`config.mk`:
```
export PLATFORM = sky130hd
export DESIGN_NAME = tri_cos_engine
export DESIGN_NICKNAME = d
export VERILOG_FILES = /design/src/rtl/tri_cos_engine.sv
export SDC_FILE = /design/constraint.sdc
export NUM_CORES = 1
export LEC_CHECK = 0
export BUFFER_PORTS_ARGS = -buffer_cell sky130_fd_sc_hd__buf_2
export CAP_MARGIN = 20
export CORE_ASPECT_RATIO = 0.7
export CORE_UTILIZATION = 31
export DETAILED_ROUTE_END_ITERATION = 16
export PLACE_DENSITY = 0.44
export SKIP_LAST_GASP = 1
export SYNTH_ARGS = -nofsm -noshare
export SYNTH_HDL_FRONTEND = slang
export SYNTH_SLANG_ARGS = --single-unit
```
`constraint.sdc`:
```
create_clock -name clk -period 8.75 [get_ports clk]
set_input_delay 1.75 -clock clk [delete_from_list [all_inputs] [get_ports clk]]
set_output_delay 1.75 -clock clk [all_outputs]
set_load 0.02 [all_outputs]
```
`src/rtl/tri_cos_engine.sv`:
```
// Triangle classifier with law-of-cosines output via a shared restoring divider.
// Optional macro TRI_FAST_EQ_EN: equilateral inputs bypass the divider (cos = 0.5).
module tri_cos_engine #(
  parameter int LEN_W  = 8,
  parameter int FRAC_W = 13,
  parameter int OUT_W  = 16
) (
  input  logic                    clk,
  input  logic                    rst,
  input  logic                    in_valid,
  input  logic [LEN_W-1:0]        in_length,
  output logic                    busy,
  output logic                    out_valid,
  output logic signed [OUT_W-1:0] out_cos,
  output logic [1:0]              out_tri
);

  localparam int SQ_W  = 2 * LEN_W;
  localparam int N_W   = 2 * LEN_W + 2;
  localparam int D_W   = 2 * LEN_W + 1;
  localparam int Q_W   = FRAC_W + 2;
  localparam int BIT_W = $clog2(FRAC_W + 2);
  localparam logic [BIT_W-1:0] LAST_BIT = BIT_W'(FRAC_W + 1);
`ifdef TRI_FAST_EQ_EN
  localparam logic signed [OUT_W-1:0] COS_HALF = OUT_W'(2 ** (FRAC_W - 1));
`endif

  typedef enum logic [2:0] {S_IDLE, S_LOAD, S_CHECK, S_CALC, S_OUT} state_t;

  state_t                    r_state;
  logic                      r_cnt;
  logic [LEN_W-1:0]          r_len  [3];
  logic [N_W-1:0]            r_nmag [3];
  logic                      r_nneg [3];
  logic [D_W-1:0]            r_den  [3];
  logic signed [OUT_W-1:0]   r_cos  [3];
  logic [N_W-1:0]            r_rem;
  logic [Q_W-2:0]            r_q;
  logic [BIT_W-1:0]          r_bit;
  logic [1:0]                r_idx;
  logic [1:0]                r_oidx;
  logic [1:0]                r_tri;

  logic [SQ_W-1:0]           w_sq  [3];
  logic [N_W-1:0]            w_num [3];
  logic [N_W-1:0]            w_mag [3];
  logic                      w_neg [3];
  logic [D_W-1:0]            w_den [3];
  logic                      w_invalid;
  logic [1:0]                w_type;
  logic [N_W-1:0]            w_trial;
  logic                      w_ge;
  logic [N_W-1:0]            w_rem_next;
  logic [Q_W-1:0]            w_q2;
  logic [Q_W-1:0]            w_rmag;
  logic signed [OUT_W-1:0]   w_cos;
`ifdef TRI_FAST_EQ_EN
  logic                      w_eq;
`endif

  assign busy = (r_state != S_IDLE);

  // Per-side numerators, denominators, validity and triangle type from the captured lengths.
  always_comb begin
    int j;
    int k;
    logic any_zero;
    logic any_neg;
    w_invalid = 1'b0;
    any_zero  = 1'b0;
    any_neg   = 1'b0;
    for (int i = 0; i < 3; i++) begin
      w_sq[i] = SQ_W'(r_len[i]) * SQ_W'(r_len[i]);
    end
    for (int i = 0; i < 3; i++) begin
      j = (i + 1) % 3;
      k = (i + 2) % 3;
      w_num[i] = N_W'(w_sq[j]) + N_W'(w_sq[k]) - N_W'(w_sq[i]);
      w_neg[i] = w_num[i][N_W-1];
      w_mag[i] = w_neg[i] ? (N_W'(0) - w_num[i]) : w_num[i];
      w_den[i] = (D_W'(r_len[j]) * D_W'(r_len[k])) << 1;
      if ((r_len[i] == '0) ||
          ((LEN_W+1)'(r_len[i]) >= ((LEN_W+1)'(r_len[j]) + (LEN_W+1)'(r_len[k])))) begin
        w_invalid = 1'b1;
      end else begin
        w_invalid = w_invalid;
      end
      if (w_num[i] == '0) begin
        any_zero = 1'b1;
      end else begin
        any_zero = any_zero;
      end
      any_neg = any_neg | w_neg[i];
    end
    if (any_zero) begin
      w_type = 2'b01;
    end else if (any_neg) begin
      w_type = 2'b10;
    end else begin
      w_type = 2'b00;
    end
  end

`ifdef TRI_FAST_EQ_EN
  assign w_eq = (r_len[0] == r_len[1]) && (r_len[1] == r_len[2]) && (r_len[0] != '0);
`endif

  // One restoring-divider step; the first step of each cosine resolves the integer bit unshifted.
  always_comb begin
    w_trial    = (r_bit == '0) ? r_rem : {r_rem[N_W-2:0], 1'b0};
    w_ge       = (w_trial >= N_W'(r_den[0]));
    w_rem_next = w_ge ? (w_trial - N_W'(r_den[0])) : w_trial;
    w_q2       = {r_q, w_ge};
    w_rmag     = Q_W'(w_q2[Q_W-1:1]) + Q_W'(w_q2[0]);
    w_cos      = r_nneg[0] ? (OUT_W'(0) - OUT_W'(w_rmag)) : OUT_W'(w_rmag);
  end

  // Main controller: capture, classify, divide three times, then stream results.
  always_ff @(posedge clk) begin
    if (rst) begin
      r_state   <= S_IDLE;
      r_cnt     <= 1'b0;
      r_len     <= '{default: '0};
      r_nmag    <= '{default: '0};
      r_nneg    <= '{default: 1'b0};
      r_den     <= '{default: '0};
      r_cos     <= '{default: '0};
      r_rem     <= '0;
      r_q       <= '0;
      r_bit     <= '0;
      r_idx     <= 2'd0;
      r_oidx    <= 2'd0;
      r_tri     <= 2'd0;
      out_valid <= 1'b0;
      out_cos   <= '0;
      out_tri   <= 2'd0;
    end else begin
      case (r_state)
        S_IDLE: begin
          out_valid <= 1'b0;
          out_cos   <= '0;
          out_tri   <= 2'd0;
          if (in_valid) begin
            r_len[0] <= in_length;
            r_cnt    <= 1'b0;
            r_state  <= S_LOAD;
          end
        end
        S_LOAD: begin
          if (!in_valid) begin
            r_state <= S_IDLE;
          end else if (!r_cnt) begin
            r_len[1] <= in_length;
            r_cnt    <= 1'b1;
          end else begin
            r_len[2] <= in_length;
            r_state  <= S_CHECK;
          end
        end
        S_CHECK: begin
          r_nmag <= w_mag;
          r_nneg <= w_neg;
          r_den  <= w_den;
          r_rem  <= w_mag[0];
          r_q    <= '0;
          r_bit  <= '0;
          r_idx  <= 2'd0;
          r_tri  <= w_type;
          r_oidx <= 2'd1;
          if (w_invalid) begin
            r_cos     <= '{default: '0};
            out_valid <= 1'b1;
            out_cos   <= '0;
            out_tri   <= 2'b11;
            r_state   <= S_OUT;
`ifdef TRI_FAST_EQ_EN
          end else if (w_eq) begin
            r_cos     <= '{default: COS_HALF};
            out_valid <= 1'b1;
            out_cos   <= COS_HALF;
            out_tri   <= 2'b00;
            r_state   <= S_OUT;
`endif
          end else begin
            r_state <= S_CALC;
          end
        end
        S_CALC: begin
          if (r_bit == LAST_BIT) begin
            // Results shift down so cos0 ends in slot 0 after the third division.
            r_cos[2]  <= w_cos;
            r_cos[1]  <= r_cos[2];
            r_cos[0]  <= r_cos[1];
            r_nmag[0] <= r_nmag[1];
            r_nmag[1] <= r_nmag[2];
            r_nneg[0] <= r_nneg[1];
            r_nneg[1] <= r_nneg[2];
            r_den[0]  <= r_den[1];
            r_den[1]  <= r_den[2];
            r_rem     <= r_nmag[1];
            r_q       <= '0;
            r_bit     <= '0;
            if (r_idx == 2'd2) begin
              out_valid <= 1'b1;
              out_cos   <= r_cos[1];
              out_tri   <= r_tri;
              r_oidx    <= 2'd1;
              r_state   <= S_OUT;
            end else begin
              r_idx <= r_idx + 2'd1;
            end
          end else begin
            r_rem <= w_rem_next;
            r_q   <= {r_q[Q_W-3:0], w_ge};
            r_bit <= r_bit + BIT_W'(1);
          end
        end
        S_OUT: begin
          case (r_oidx)
            2'd1: begin
              out_cos <= r_cos[1];
              out_tri <= 2'd0;
              r_oidx  <= 2'd2;
            end
            2'd2: begin
              out_cos <= r_cos[2];
              out_tri <= 2'd0;
              r_oidx  <= 2'd3;
            end
            default: begin
              out_valid <= 1'b0;
              out_cos   <= '0;
              out_tri   <= 2'd0;
              r_state   <= S_IDLE;
            end
          endcase
        end
        default: begin
          r_state <= S_IDLE;
        end
      endcase
    end
  end

endmodule

```
==> After elaboration in Yosys (flattened, before gate mapping) <==
Index checks and enable logic that the tools add are counted.
{ "totals": {"register_bits": 210} }
{ "classes": {"n_eq_ne": 17, "bitwise_logic": 3, "muxes": 61, "n_reduce_logical": 31, "addsub": 17, "n_mul": 6, "magnitude_cmp": 4} }
{ "ops": {"columns": ["operator", "count"], "rows": [
  ["$mux 18", 7],
  ["$mul 8x8->16", 6],
  ["$pmux 18 s2", 2],
  ["$pmux 34 s2", 1],
  ["$mux 16", 4],
  ["$mux 32", 2],
  ["$pmux 16 s4", 1],
  ["$pmux 32 s2", 1],
  ["$logic_not 18->1", 3],
  ["$sub 1x18->18 const A", 3],
  ["$sub 17x16->18", 3],
  ["$add 16x16->17", 3],
  ["$mux 34", 1],
  ["$pmux 16 s2", 1],
  ["$pmux 14 s2", 1],
  ["$add 8x8->9", 3],
  ["$ge 8x9->1", 3],
  ["$logic_not 8->1", 3],
  ["$mux 3", 7],
  ["$mux 2", 10],
  ["$ge 18x17->1", 1],
  ["$sub 18x17->18", 1],
  ["$sub 1x15->16 const A", 1],
  ["$add 14x1->15", 1],
  ["other kinds (33)", 70]
]} }

==> Logic depth before layout (Yosys ltp) <==
Gate-level depths: netlist of run 1.
{ "depth": {"word_depth": 8, "mapped_depth": 35} }

==> Least setup slack after synthesis of run 1 <==
OpenSTA, ideal clock, no wires.
{ "synth_timing": {"path_kind": "register to register", "startpoint": "register r_len[19] in the netlist's numbering", "endpoint": "register r_rem[6]", "setup_time_ps": 119, "path_stages_with_launch": 34, "required_time_ps": 8631, "t_arrival_ps": 7117, "synth_period_minus_slack_ps": 7236, "path_buffers": 3, "slack_ps": 1514, "cell_sequence": "dfxtp_1 > clkbuf_1 > clkbuf_1 > nand2_1 > fa_1 > inv_1 > fa_1 > ha_1 > inv_1 > fa_1 > inv_1 > ha_1 > a21oi_1 > o21bai_1 > a21oi_1 > nor2b_1 > o21a_1 > o21a_1 > o21a_1 > nor2_1 > xnor2_1 > fa_1 > inv_1 > ha_1 > a21o_1 > a21o_1 > a21o_1 > a211oi_1 > o21a_1 > buf_2 > o21ai_0 > xor2_1 > o21ai_0 > o221a_2"} }
{ "synth_between": {"elab_chain_cells": 5} }
{ "synth_rtl": {"columns": ["element", "line", "source"], "rows": [
  ["from (decl)", "32", "logic [LEN_W-1:0] r_len [3];"],
  ["$mul 8x8->16 (*)", "73", "w_sq[i] = SQ_W'(r_len[i]) * SQ_W'(r_len[i]);"],
  ["$sub 17x16->18 (*)", "78", "w_num[i] = N_W'(w_sq[j]) + N_W'(w_sq[k]) - N_W'(w_sq[i]);"],
  ["$sub 1x18->18", "80", "w_mag[i] = w_neg[i] ? (N_W'(0) - w_num[i]) : w_num[i];"],
  ["$mux 18 (*)", "80", null],
  ["$pmux 18 s2 (*)", "138", "case (r_state)"],
  ["to (signal assigned)", "164", "r_rem <= w_mag[0];"],
  ["to (signal assigned)", "200", "r_rem <= r_nmag[1];"],
  ["to (signal assigned)", "213", "r_rem <= w_rem_next;"],
  ["to (decl)", "37", "logic [N_W-1:0] r_rem;"]
]} }
Mark *: on every way between the ends. The rest lies on a longest branch, timed or not.
A chain may end at the register's enable or synchronous reset.

==> Worst setup path in the final report of run 1 <==
{ "layout_timing": {"startpoint": "register r_len[19] in the netlist's numbering", "endpoint": "register r_rem[11]"} }
The elaborated chain is that of the path after synthesis.

==> flow_summary.yaml, run 1 <==
clock_network:
  tritoncts: "yes"
  cts.repair.resized: 0
  ctsLongestPathBuffers: 3
  cts-root-buf: "clkbuf_16"
  cts_setup_buffers: 0
  cts.sinks: 208
  cts_inserted_buffers: 25
  htreeDepth: 1
  clock_latency_ps: 580
  holdBufCountCts: 0
  clkSlewWorstSetupHoldPaths_ps: 60
critical_path:
  crit_type: "reg -> reg"
  cp_slowest_cell: "fa_1"
  cp.arrival_ps: 8660
  cpMostUsedCell: "fa_1"
  startpoint_type: "flip-flop"
  required_ps: 9270
  cpPeakStageDelay_ps: 570
  crit_fanout: 12
  cp-end-kind: "flip-flop"
global_routing:
  grt.overflow.total: 0
  grt_start_max_net_pins: 82
  grt_pass1_wl_um: 135000
  grt_pass1_vias: 21739
  antenna_found_initial: 5
  grt.total_usage_pct: 19.8
routing:
  drt_first_pass_iters: 5
  vias: 22029
  vias_per_cell: 5.01
  drc_errors: 0
  drt_wl_total_um: 86200
  final_antenna_net_count: 0
  drtIter0Drc: 1257
  wl_per_cell_um: 19.6
sta:
  clock.fmax_ghz: 0.123
  fin_tns_setup_ps: 0
  tightest_slew_ps: 1040
  finalCriticalPeriod_ps: 8140
  grt_setup_unrepaired: "false"
  fin_skew_ps: 24.1
  fin_crit_sh_pct: 93.0
  hold_viol: 0
  drv_slew: 0
  relSlewSlack_pct: 30.5
  setup_violations: 0
die:
  rows: 89
  start_util_pct: 31.6
  die_h_um: 248
  boundaryPins: 31
  die-area_um2: 87700
  core_area_um2: 85000
  die_w_um: 354
place:
  port_buffers: 30
  dp_hpwl_um: 68500
  dp.cells: 4358
  place_congestion: 0.893
power_and_ir_drop:
  power_leakage_nw: 13.5
  clkPwrFrac_pct: 31.6
  combinationalPowerShare_pct: 40.1
  p_int_w: 0.00208
  power_density_nw_per_um2: 118
  ir_drop_mv: 0.123
  p_sw_share_pct: 39.5
  seq_power_share_pct: 28.3
  switchingPower_w: 0.00136
yosys:
  synth_edf_count: 0
  ys.flop_type: "dfxtp_1"
  yosysSeqAreaShare_pct: 15.5
  ys_async_sr_fraction_pct: 0
  netlist_top_cells_area: "fa_1, dfxtp_1, ha_1"
  netlist_instances: 3296
  synth_top_area_share_pct: 17.9
  synth_cell_types: 87
  synth_mux_area_share_pct: 1.91
  ys_seq_elements: 208
  synth-adder-area-share_pct: 32.8
  avgSynthCellArea_um2: 8.14
  synth_top_family_by_area: "adder cells"
  synth-xor-area-share_pct: 7.15
  yosys.area.top_type: "fa_1"
  synth_compound_area_share_pct: 16.3
  yosys_warnings: 0
  syn_area_um2: 26800
  yosys.area_share.simple_pct: 18.2
finish:
  nets: 3818
  final_cell_mix: "inv_1, ha_1, nand2_1"
  instances_no_fill: 4401
  insertedDiodeCount: 0
  drive_above_1_share_pct: 5.61
  syn_to_final_growth_pct: 8.39
  n_fill_cell: 9060
  final_common_cell: "inv_1"
status:
  status: "completed"
hold_path:
  hold_path.class: "reg -> reg"
flow_run:
  max_cap_viol_count: 0
-- per-layer routing --
metal / vias to the layer above / wire length, µm / GRT usage (%)
met5: - / 0 / 0
met1: 10593 / 48500 / 32.4
met2: 456 / 31300 / 26.1
met3: 55 / 5340 / 4.07
met4: 0 / 1130 / 2.74
li1: 10925 / - / -
-- metrics by stage --
step	total power (W)	instance area, µm²	utilization (%)	hold slack [ps]	setup slack (ps)
2_1_floorplan	0.00199	26800	-	431	1510
3_3_place_gp	0.00237	28200	33.2	443	854
3_5_place_dp	0.00236	28200	33.2	447	721
4_1_cts	0.00347	29100	34.2	456	727
5_1_grt	0.00365	29100	34.2	471	174
6_report	0.00344	29100	34.2	453	611
-- cell families (layout without fill, tap and decap cells) --
kind of cell	after synthesis	after routing
and+or+nand+nor	1022	1022
AOI/OAI and AO/OA	664	664
buffers and inverters	574	541
adders and majority gates	559	559
xor gates and xnor gates	219	219
DFF	208	208
muxes	49	49
other	1	2
-- power by group through the flow --
stage / Sequential [W] / Clock (W) / Combinational (W)
after floorplan: 0.000994 / 0 / 0.000992
after detailed placement: 0.000994 / 0 / 0.00137
after global routing: 0.000974 / 0.00115 / 0.00153
after global placement: 0.000993 / 0 / 0.00138
after CTS: 0.000972 / 0.00112 / 0.00137
final: 0.000973 / 0.00108 / 0.00138
-- final timing paths --
kind	startpoint	endpoint	slack [ps]	cells after the start
setup / recovery	r_len[19]	r_rem[11]	610	28
hold / removal	r_den[8]	r_den[8]	450	2
setup reg to reg	r_len[19]	r_rem[11]	610	28
hold reg to reg	r_den[8]	r_den[8]	450	2
-- final cells by class --
cell class / instances / area (µm²) / area share, %
repair buffers: 87 / 584 / 2.01
well taps: 1137 / 1420 / 4.89
clock inverters: 11 / 108 / 0.370
flip-flops and latches: 208 / 4160 / 14.3
multi-input cells: 2515 / 20500 / 70.6
clock buffers: 32 / 712 / 2.45
inverters: 411 / 1540 / 5.31
-- worst max-delay path: cells and delay by family, from the launching register on --
family                     cells  cell delay (ps)
xor gates and xnor gates       2              360
DFF                            1              450
and+or+nand+nor                4              840
buffers and inverters          4              460
AOI/OAI and AO/OA             11             2730
adders and majority gates      7             3250
-- cells in the mapped netlist, drive strengths merged, types with 56 or more instances --
| master | number |
|---|---|
| nand2 | 308 |
| dfxtp | 208 |
| nand2b | 56 |
| fa | 240 |
| o21ai | 100 |
| xnor2 | 141 |
| nor2 | 265 |
| xor2 | 78 |
| a21oi | 197 |
| and2 | 125 |
| inv | 406 |
| ha | 319 |
| nor3 | 59 |
| a211oi | 61 |
| clkbuf | 145 |
| nand3 | 70 |
-- state kept, by name (all words and copies together) (netlist names), 3 cells and up --
name / flops
r_den: 48
r_nmag: 36
r_cos: 32
r_len: 24
r_rem: 18
out_cos: 16
r_q: 14
r_bit: 4
r_nneg: 3
r_state: 3
(Power assumes the default switching activity.)
==> run 2, diff against run 1 <==
REMOVE_ABC_BUFFERS = 1   (was default)
==> run 2 against run 1 <==
Effect of this change: combinational power grew 7%; maximum frequency increased by 0.22%; die area did not move; register-to-register slack improved by 20 ps; clock skew is 8.7 ps lower; largest cell class unchanged; first-iteration DRC count is 24% higher.
==> flow_summary.yaml, run 2 (same netlist as run 1, synthesis figures left out) <==
routing:
  drt_first_pass_iters: 5
  drc_errors: 0
  final_antenna_net_count: 0
  drtIter0Drc: 1558
  vias_per_cell: 4.97
  vias: 21886
  drt_wl_total_um: 86500
  wl_per_cell_um: 19.6
critical_path:
  cpPeakStageDelay_ps: 600
  cp_slowest_cell: "o21a_1"
  crit_type: "reg -> reg"
  path_buf_inv: 4
  required_ps: 9220
  cpMostUsedCell: "fa_1"
  cp-end-kind: "flip-flop"
  cpLargestDelayFamily: "adder cells"
  startpoint_type: "flip-flop"
  cp.arrival_ps: 8600
  crit_fanout: 16
clock_network:
  htreeDepth: 1
  ctsLongestPathBuffers: 3
  cts.sinks: 208
  clkSlewWorstSetupHoldPaths_ps: 60
  holdBufCountCts: 0
  cts-root-buf: "clkbuf_16"
  tritoncts: "yes"
  cts.repair.resized: 0
  clock_latency_ps: 590
  cts_setup_buffers: 0
  cts_inserted_buffers: 26
sta:
  clock.fmax_ghz: 0.123
  relSlewSlack_pct: 20.6
  setup_violations: 0
  tightest_slew_ps: 1170
  drv_slew: 0
  finalCriticalPeriod_ps: 8120
  hold_viol: 0
  fin_skew_ps: 15.4
  fin_crit_sh_pct: 92.8
  fin_ws_ps: 628
  fin_tns_setup_ps: 0
  grt_setup_unrepaired: "false"
global_routing:
  grt_start_max_net_pins: 135
  grt.overflow.total: 0
  antenna_found_initial: 7
  grt.total_usage_pct: 19.7
  grt_pass1_vias: 21088
  grt_pass1_wl_um: 133000
place:
  pre_cts_ws_ps: 725
  dp_hpwl_um: 68000
  port_buffers: 30
  placed_area_um2: 28300
  place_congestion: 0.893
  dp.cells: 4356
power_and_ir_drop:
  seq_power_share_pct: 27.0
  ir_drop_mv: 0.131
  total_power_w: 0.00359
  power_density_nw_per_um2: 123
  clkPwrFrac_pct: 31.8
  switchingPower_w: 0.00147
  p_sw_share_pct: 40.9
  combinationalPowerShare_pct: 41.2
  power_leakage_nw: 13.5
  p_int_w: 0.00213
finish:
  register_area_um2: 4160
  instances_no_fill: 4405
  n_fill_cell: 9101
  multi_input_area_um2: 20500
  fin_area_um2: 29100
  drive_above_1_share_pct: 5.60
  nets: 3817
  final_cell_mix: "inv_1, ha_1, nand2_1"
  largest_reg_flops: 48
  syn_to_final_growth_pct: 8.60
  final_common_cell: "inv_1"
  regMostFlops: "r_den"
  top_regs: "r_den (48), r_nmag (36), r_cos (32)"
die:
  die_w_um: 354
  boundaryPins: 31
  rows: 89
  start_util_pct: 31.6
  die-area_um2: 87700
  die_h_um: 248
  core_area_um2: 85000
status:
  status: "completed"
hold_path:
  hold_path.class: "reg -> reg"
flow_run:
  max_cap_viol_count: 0
-- run 2: per-stage QoR --
stage / util [%] / hold WS (ps)
after floorplan: - / 425
after global placement: 33.3 / 444
after detailed placement: 33.3 / 446
after CTS: 34.3 / 456
after global routing: 34.3 / 467
final: 34.3 / 456
-- run 2: path summary, 6_finish.rpt --
kind                            startpoint         end  slack [ps]  cells after the start
worst max-delay path             r_len[19]   r_rem[10]         630                     28
worst min-delay path            r_nmag[25]  r_nmag[25]         460                      2
worst max register to register   r_len[19]   r_rem[10]         630                     28
worst min register to register  r_nmag[25]  r_nmag[25]         460                      2
-- run 2: worst min-delay path, delay by kind of cell (launching register included) --
kind            cells  cell delay [ps]
simple gates        1               50
compound gates      1               50
flops               1              310
-- run 2: power groups by stage --
stage | sequential, W | combinational, W | clock, W
after floorplan | 0.00101 | 0.000956 | 0
after global placement | 0.000990 | 0.00145 | 0
after detailed placement | 0.000991 | 0.00144 | 0
after CTS | 0.000970 | 0.00145 | 0.00118
after global routing | 0.000971 | 0.00161 | 0.00121
final | 0.000970 | 0.00148 | 0.00114
-- run 2: metal layers --
metal / GRT usage [%] / vias up / wire length [µm]
li1: - / 10907 / -
met1: 32.8 / 10506 / 48900
met2: 25.3 / 413 / 30900
met3: 4.18 / 58 / 5760
met4: 2.38 / 2 / 903
met5: 0 / - / 12
-- run 2: layout make-up --
cell class / instances / share of cell area [%]
antenna: 1 / 0.00859
sequential: 208 / 14.3
clock buffer: 37 / 2.55
inverter: 411 / 5.30
tap: 1137 / 4.88
multi-input combinational: 2515 / 70.5
clock inverter: 11 / 0.434
timing repair buffer: 85 / 2.00
